$ cat src/rtl/wb_pkg.sv
// Shared types and defaults for the registered Wishbone bridge.
// Holds the FSM state encoding, the termination kinds and the default bus widths.
package wb_pkg;

    localparam int ADDR_WIDTH_DEF = 32;
    localparam int DATA_WIDTH_DEF = 32;

    typedef enum logic [1:0] {
        ST_IDLE = 2'd0,
        ST_REQ  = 2'd1,
        ST_RESP = 2'd2
    } wb_state_e;

    typedef enum logic [1:0] {
        TERM_NONE = 2'd0,
        TERM_ACK  = 2'd1,
        TERM_ERR  = 2'd2,
        TERM_RTY  = 2'd3
    } wb_term_e;

    // A slave may raise several terminations at once; err beats rty beats ack.
    function automatic wb_term_e resolve_term(input logic ack, input logic err, input logic rty);
        wb_term_e kind;
        kind = TERM_NONE;
        if (err) begin
            kind = TERM_ERR;
        end else if (rty) begin
            kind = TERM_RTY;
        end else if (ack) begin
            kind = TERM_ACK;
        end
        return kind;
    endfunction

endpackage

$ cat src/rtl/wb_timeout_cnt.sv
// Clearable, enabled up-counter that saturates at TIMEOUT-1 and flags it.
// Used to bound how long the bridge waits on a silent slave.
module wb_timeout_cnt #(
    parameter int TIMEOUT = 256
) (
    input  logic clk,
    input  logic rst_n,
    input  logic clr,
    input  logic en,
    output logic expired
);

    localparam int            CW   = (TIMEOUT > 2) ? $clog2(TIMEOUT) : 1;
    localparam logic [CW-1:0] LAST = CW'(TIMEOUT - 1);

    logic [CW-1:0] count_reg;

    always_ff @(posedge clk or negedge rst_n) begin
        if (!rst_n) begin
            count_reg <= '0;
        end else if (clr) begin
            count_reg <= '0;
        end else if (en && (count_reg != LAST)) begin
            count_reg <= count_reg + CW'(1);
        end
    end

    assign expired = (count_reg == LAST);

endmodule

$ cat src/rtl/wb_dut.sv
// Registered Wishbone B4 classic bridge: forwards in-window master cycles to the
// slave bus, rejects out-of-window addresses locally, and times out silent slaves.
module wb_dut
    import wb_pkg::*;
#(
    parameter int                    ADDR_WIDTH  = ADDR_WIDTH_DEF,
    parameter int                    DATA_WIDTH  = DATA_WIDTH_DEF,
    parameter logic [ADDR_WIDTH-1:0] BASE_ADDR   = '0,
    parameter logic [ADDR_WIDTH-1:0] WINDOW_SIZE = ADDR_WIDTH'(32'h0001_0000),
    parameter int                    TIMEOUT     = 256
) (
    input  logic                    clk,
    input  logic                    rst_n,
    input  logic                    m_cyc_i,
    input  logic                    m_stb_i,
    input  logic                    m_we_i,
    input  logic [ADDR_WIDTH-1:0]   m_adr_i,
    input  logic [DATA_WIDTH-1:0]   m_dat_i,
    input  logic [DATA_WIDTH/8-1:0] m_sel_i,
    output logic [DATA_WIDTH-1:0]   m_dat_o,
    output logic                    m_ack_o,
    output logic                    m_err_o,
    output logic                    m_rty_o,
    output logic                    s_cyc_o,
    output logic                    s_stb_o,
    output logic                    s_we_o,
    output logic [ADDR_WIDTH-1:0]   s_adr_o,
    output logic [DATA_WIDTH-1:0]   s_dat_o,
    output logic [DATA_WIDTH/8-1:0] s_sel_o,
    input  logic [DATA_WIDTH-1:0]   s_dat_i,
    input  logic                    s_ack_i,
    input  logic                    s_err_i,
    input  logic                    s_rty_i
);

    localparam int SEL_W = DATA_WIDTH / 8;

    localparam logic [1:0] IDLE = ST_IDLE;
    localparam logic [1:0] REQ  = ST_REQ;
    localparam logic [1:0] RESP = ST_RESP;

    // Window is a power of two aligned to BASE_ADDR, so a mask compare suffices.
    localparam logic [ADDR_WIDTH-1:0] WIN_MASK = ~(WINDOW_SIZE - ADDR_WIDTH'(1));

    logic [1:0] state_reg;
    logic [1:0] state_next;
    logic [1:0] term_reg;
    logic [1:0] term_next;

    logic       req_hit;
    logic       in_window;
    logic       slv_term;
    logic [1:0] slv_kind;
    logic       latch_en;
    logic       capture_en;
    logic       expired;

    assign req_hit   = m_cyc_i & m_stb_i;
    assign in_window = ((m_adr_i & WIN_MASK) == BASE_ADDR);
    // Only trust a termination while our strobe is actually presented.
    assign slv_term  = s_stb_o & (s_ack_i | s_err_i | s_rty_i);
    assign slv_kind  = resolve_term(s_ack_i, s_err_i, s_rty_i);

    assign latch_en   = (state_reg == IDLE) & req_hit & in_window;
    assign capture_en = (state_reg == REQ) & m_cyc_i & slv_term
                        & (slv_kind == TERM_ACK) & ~s_we_o;

    wb_timeout_cnt #(
        .TIMEOUT (TIMEOUT)
    ) u_timeout (
        .clk     (clk),
        .rst_n   (rst_n),
        .clr     (state_reg == IDLE),
        .en      (state_reg == REQ),
        .expired (expired)
    );

    always_comb begin
        state_next = state_reg;
        term_next  = term_reg;
        case (state_reg)
            IDLE: begin
                if (req_hit) begin
                    if (in_window) begin
                        state_next = REQ;
                        term_next  = TERM_NONE;
                    end else begin
                        state_next = RESP;
                        term_next  = TERM_ERR;
                    end
                end
            end
            REQ: begin
                if (!m_cyc_i) begin
                    state_next = IDLE;
                    term_next  = TERM_NONE;
                end else if (slv_term) begin
                    state_next = RESP;
                    term_next  = slv_kind;
                end else if (expired) begin
                    state_next = RESP;
                    term_next  = TERM_ERR;
                end
            end
            RESP: begin
                state_next = IDLE;
            end
            default: begin
                state_next = IDLE;
                term_next  = TERM_NONE;
            end
        endcase
    end

    // All bus outputs are registered from the current state, adding one stage
    // between the FSM decision and what either bus sees.
    always_ff @(posedge clk or negedge rst_n) begin
        if (!rst_n) begin
            state_reg <= IDLE;
            term_reg  <= TERM_NONE;
            s_cyc_o   <= 1'b0;
            s_stb_o   <= 1'b0;
            s_we_o    <= 1'b0;
            s_adr_o   <= '0;
            m_ack_o   <= 1'b0;
            m_err_o   <= 1'b0;
            m_rty_o   <= 1'b0;
            m_dat_o   <= '0;
        end else begin
            state_reg <= state_next;
            term_reg  <= term_next;
            s_cyc_o   <= (state_reg == REQ);
            s_stb_o   <= (state_reg == REQ);
            m_ack_o   <= (state_reg == RESP) & (term_reg == TERM_ACK);
            m_err_o   <= (state_reg == RESP) & (term_reg == TERM_ERR);
            m_rty_o   <= (state_reg == RESP) & (term_reg == TERM_RTY);
            if (latch_en) begin
                s_adr_o <= m_adr_i;
                s_we_o  <= m_we_i;
            end
            if (capture_en) begin
                m_dat_o <= s_dat_i;
            end
        end
    end

    // Write data and byte selects are latched lane by lane, unmodified.
    genvar gi;
    generate
        for (gi = 0; gi < SEL_W; gi++) begin : g_lane
            always_ff @(posedge clk or negedge rst_n) begin
                if (!rst_n) begin
                    s_dat_o[8*gi +: 8] <= '0;
                    s_sel_o[gi]        <= 1'b0;
                end else if (latch_en) begin
                    s_dat_o[8*gi +: 8] <= m_dat_i[8*gi +: 8];
                    s_sel_o[gi]        <= m_sel_i[gi];
                end
            end
        end
    endgenerate

endmodule

$ cat config.mk
export PLATFORM = sky130hd
export DESIGN_NAME = wb_dut
export DESIGN_NICKNAME = d
export VERILOG_FILES = /design/src/rtl/wb_pkg.sv /design/src/rtl/wb_timeout_cnt.sv /design/src/rtl/wb_dut.sv
export SDC_FILE = /design/constraint.sdc
export NUM_CORES = 1
export LEC_CHECK = 0
export CAP_MARGIN = 15
export CORE_ASPECT_RATIO = 0.7
export CORE_MARGIN = 1.5
export CORE_UTILIZATION = 40
export CTS_BUF_LIST = sky130_fd_sc_hd__clkbuf_8
export DETAILED_ROUTE_END_ITERATION = 8
export PLACE_DENSITY = 0.79
export RECOVER_POWER = 100
export SYNTH_ARGS = -nofsm -noshare
export SYNTH_HDL_FRONTEND = slang
export SYNTH_SLANG_ARGS = --single-unit
$ cat constraint.sdc
create_clock -name clk -period 2.61 [get_ports clk]
set_clock_uncertainty 0.15 [all_clocks]
set_input_delay 0.522 -clock clk [delete_from_list [all_inputs] [get_ports clk]]
set_output_delay 0.522 -clock clk [all_outputs]
set_load 0.05 [all_outputs]
==> flow_summary.toml <==
[clock_network]
h-tree-depth = 4
clk_latency_ns = 0.40
cts_buffers = 17
cts_root_buffer = "clkbuf_8"
clk_path_buf_depth = 2
clk_pin_slew_ns = 0.06
clock_sinks = 117
cts_tree = "built"
ctsResizeCount = 0

[floorplanning]
die_y_um = 91.82
initial_core_util_pct = 40.94
dieArea_um2 = 11930
dieWidth_um = 129.9
coreArea_um2 = 11010
ioPinCount = 214
fp-row-count = 32

[synthesis]
syn-num-nets = 407
yosys_register_bits = 117
ys_seq_area_share_pct = 64.95
netlist-cell-type-count = 38
postSynthCellCount = 298
synth_edf_count = 0
synthArstFlopShare_pct = 100.0
synth_flop_cell = "dfrtp_1"
synthesis.area_um2 = 4508
synth-warning-count = 0
syn_avg_cell_area_um2 = 15.13

[timing]
maxSlewViolCount = 0
finalCritPeriodShare_pct = 92.23
rsz0062_at_grt = "no"
tightest_slew_ns = 1.222
hold_violations = 0
fmaxAchievable_ghz = 0.4154
post-route-min-period_ns = 2.407
slew_headroom_pct = 18.55
finalSetupViolations = 0
fin_ws_ns = 0.2028

[setup_path]
start_kind = "input pin"
worstPathRequired_ns = 2.75
crit_cells = 6
rr_worst_depth = 4
crit_path_top_delay_cell = "clkdlybuf4s50_1"
cpPeakStageDelay_ns = 0.41
path_cells = "clkdlybuf4s50_1 -> nor4_1 -> nand4_1 -> nor3_4 -> buf_12 -> mux2_2"
arrival_ns = 2.54
worstPathBufferInverterCount = 2
crit_fanout = 54
crit_family = "simple AND/OR/NAND/NOR gates"
crit_type = "input pin to register"
cp-end-kind = "register"

[placed_design]
routabilityCongestion = 0.8250
place_ws_ns = -0.2262
dp_hpwl_mm = 8.129
port-buffer-count = 213

[global_route]
grt_pass1_wl_mm = 17.15
grt-ovfl-total = 0
grt_max_degree = 56
globalRouteTotalUtil_pct = 18.63
antenna_found_initial = 0
grt_pass1_vias = 3440

[power]
leakagePower_nw = 3.771
swShare_pct = 21.93
p_switching_uw = 844.7
powerDensity_nw_per_um2 = 531.8
total_power_mw = 3.851
power.internal_mw = 3.006
vdd_drop_max_v = 0.0005141
power_frac_comb_pct = 8.6
pwr-share-seq_pct = 48.3
clock_power_share_pct = 43.1

[final_layout]
fillers = 806
area_delta_synth_final_pct = 60.64
top_regs = "m_dat_o x32, s_adr_o x32, s_dat_o x32"
nets = 637
insertedDiodeCount = 0
utilization_pct = 65.77
final_layout_size_suffix_gt1_share_pct = 22.96

[detailed_routing]
drc = 0
vias_per_cell = 4.769
vias = 3305
drtPass1Iterations = 4
wire_per_inst_um = 15.85
drt_iter0_drc = 90
ant_nets = 0
wirelength_mm = 10.98

[outcome]
status = "finished clean"

[worst_hold_path]
min_path_cells = 1
hold_class = "register to register"

[job]
drv_cap = 0
[what timing repair did]
item | CTS | global route
hold buffers | 1 | 0
buffers inserted | 0 | 0
endpoints found under the hold margin | 31 | 0
[final cells by class]
| cell class | instances | area [um^2] | area share, % |
|---|---|---|---|
| inverters | 4 | 15.01 | 0.2073 |
| multi-input cells | 164 | 1489 | 20.56 |
| repair buffers | 224 | 2220 | 30.65 |
| well taps | 153 | 191.4 | 2.643 |
| flip-flops and latches | 117 | 2928 | 40.43 |
| clock inverters | 12 | 137.6 | 1.900 |
| clock buffers | 19 | 261.5 | 3.611 |
[through the flow]
step           std cells  cell area, um^2  hold slack, ns  setup TNS (ns)
3_5_place_dp         661             6853          0.3005          -10.67
5_1_grt              693             7242          0.3436               0
2_1_floorplan        298             4508         0.07641               0
4_1_cts              693             7262          0.3096               0
6_report             693             7242          0.3145               0
3_3_place_gp         661             6853          0.2925          -4.972
[cells in the mapped netlist (all sizes together) (3+ instances only)]
cell type    n  share of area [%]
dfrtp      117                 65
mux2        87                 22
nor2b       17                2.4
buf         10                1.4
nand2        6               0.50
o21ai        6               0.75
nand3        5               0.56
nor2         5               0.42
inv          4               0.33
nor4         4               0.56
clkbuf       3               0.25
nor3         3               0.58
o211ai       3               0.50
[worst reg2reg max path: stages (launching register included)]
cell and delay, ns:
dfrtp_1 0.49, and3b_1 0.28, nand3_1 0.10, clkbuf_2 0.62
mux2_2 0.43
[cell usage in the layout (no fill, tap or decap), types with 2 or more instances in the layout]
cell,n
nand2b_1,2
buf_4,5
o21ai_0,5
nand3_1,5
bufinv_16,3
clkbuf_8,19
nor2b_1,17
clkinv_2,5
mux2i_1,2
dfrtp_1,117
nor3_1,2
nand2_1,6
or3_1,2
xor2_1,2
o31ai_1,2
mux2_2,82
dlygate4sd3_1,108
clkinvlp_4,2
nor2_1,5
clkbuf_2,3
nor4b_1,2
nor4_1,4
clkdlybuf4s50_1,105
inv_1,6
nand4_1,2
o211ai_1,3
mux2_1,5
[layer usage]
metal,part of all wire [%],vias to the layer above,GRT usage (%)
met5,0,-,0
met4,1.0,0,5.370
met3,10,8,9.160
met2,47,154,29.41
met1,42,1615,22.54
li1,-,1528,-
[power by group through the flow]
stage,Combinational [mW],Sequential [mW],Clock [mW]
after floorplan,0.0933,1.90,0
after global placement,0.335,1.89,0
after detailed placement,0.340,1.89,0
after CTS,0.343,1.86,1.70
after global routing,0.361,1.86,1.79
final,0.333,1.86,1.66
[cell families after synthesis]
logic type	count (synthesis)	share of synthesized area (%)
AO/OA/AOI/OAI	18	2.887
flip-flops	117	64.95
AND/OR/NAND/NOR	54	7.300
buffers and inverters	17	2.026
multiplexers	89	22.18
XOR/XNOR	2	0.3886
adder cells (fa/ha/maj)	1	0.2775
[worst paths after layout]
check | from | slack (ns) | end
max | m_adr_i[21] | 0.20 | s_dat_o[6]$_DFFE_PN0P_
min | term_reg[0]$_DFFE_PN0P_ | 0.31 | m_err_o$_DFF_PN0_
max reg2reg | state_reg[1]$_DFFE_PN0P_ | 0.44 | m_dat_o[15]$_DFFE_PN0P_
min reg2reg | term_reg[0]$_DFFE_PN0P_ | 0.31 | m_err_o$_DFF_PN0_
max in group asynchronous | rst_n | 0.44 | m_dat_o[0]$_DFFE_PN0P_
min in group asynchronous | rst_n | 0.77 | s_adr_o[15]$_DFFE_PN0P_
No activity file was read; power rests on OpenSTA's default activity.
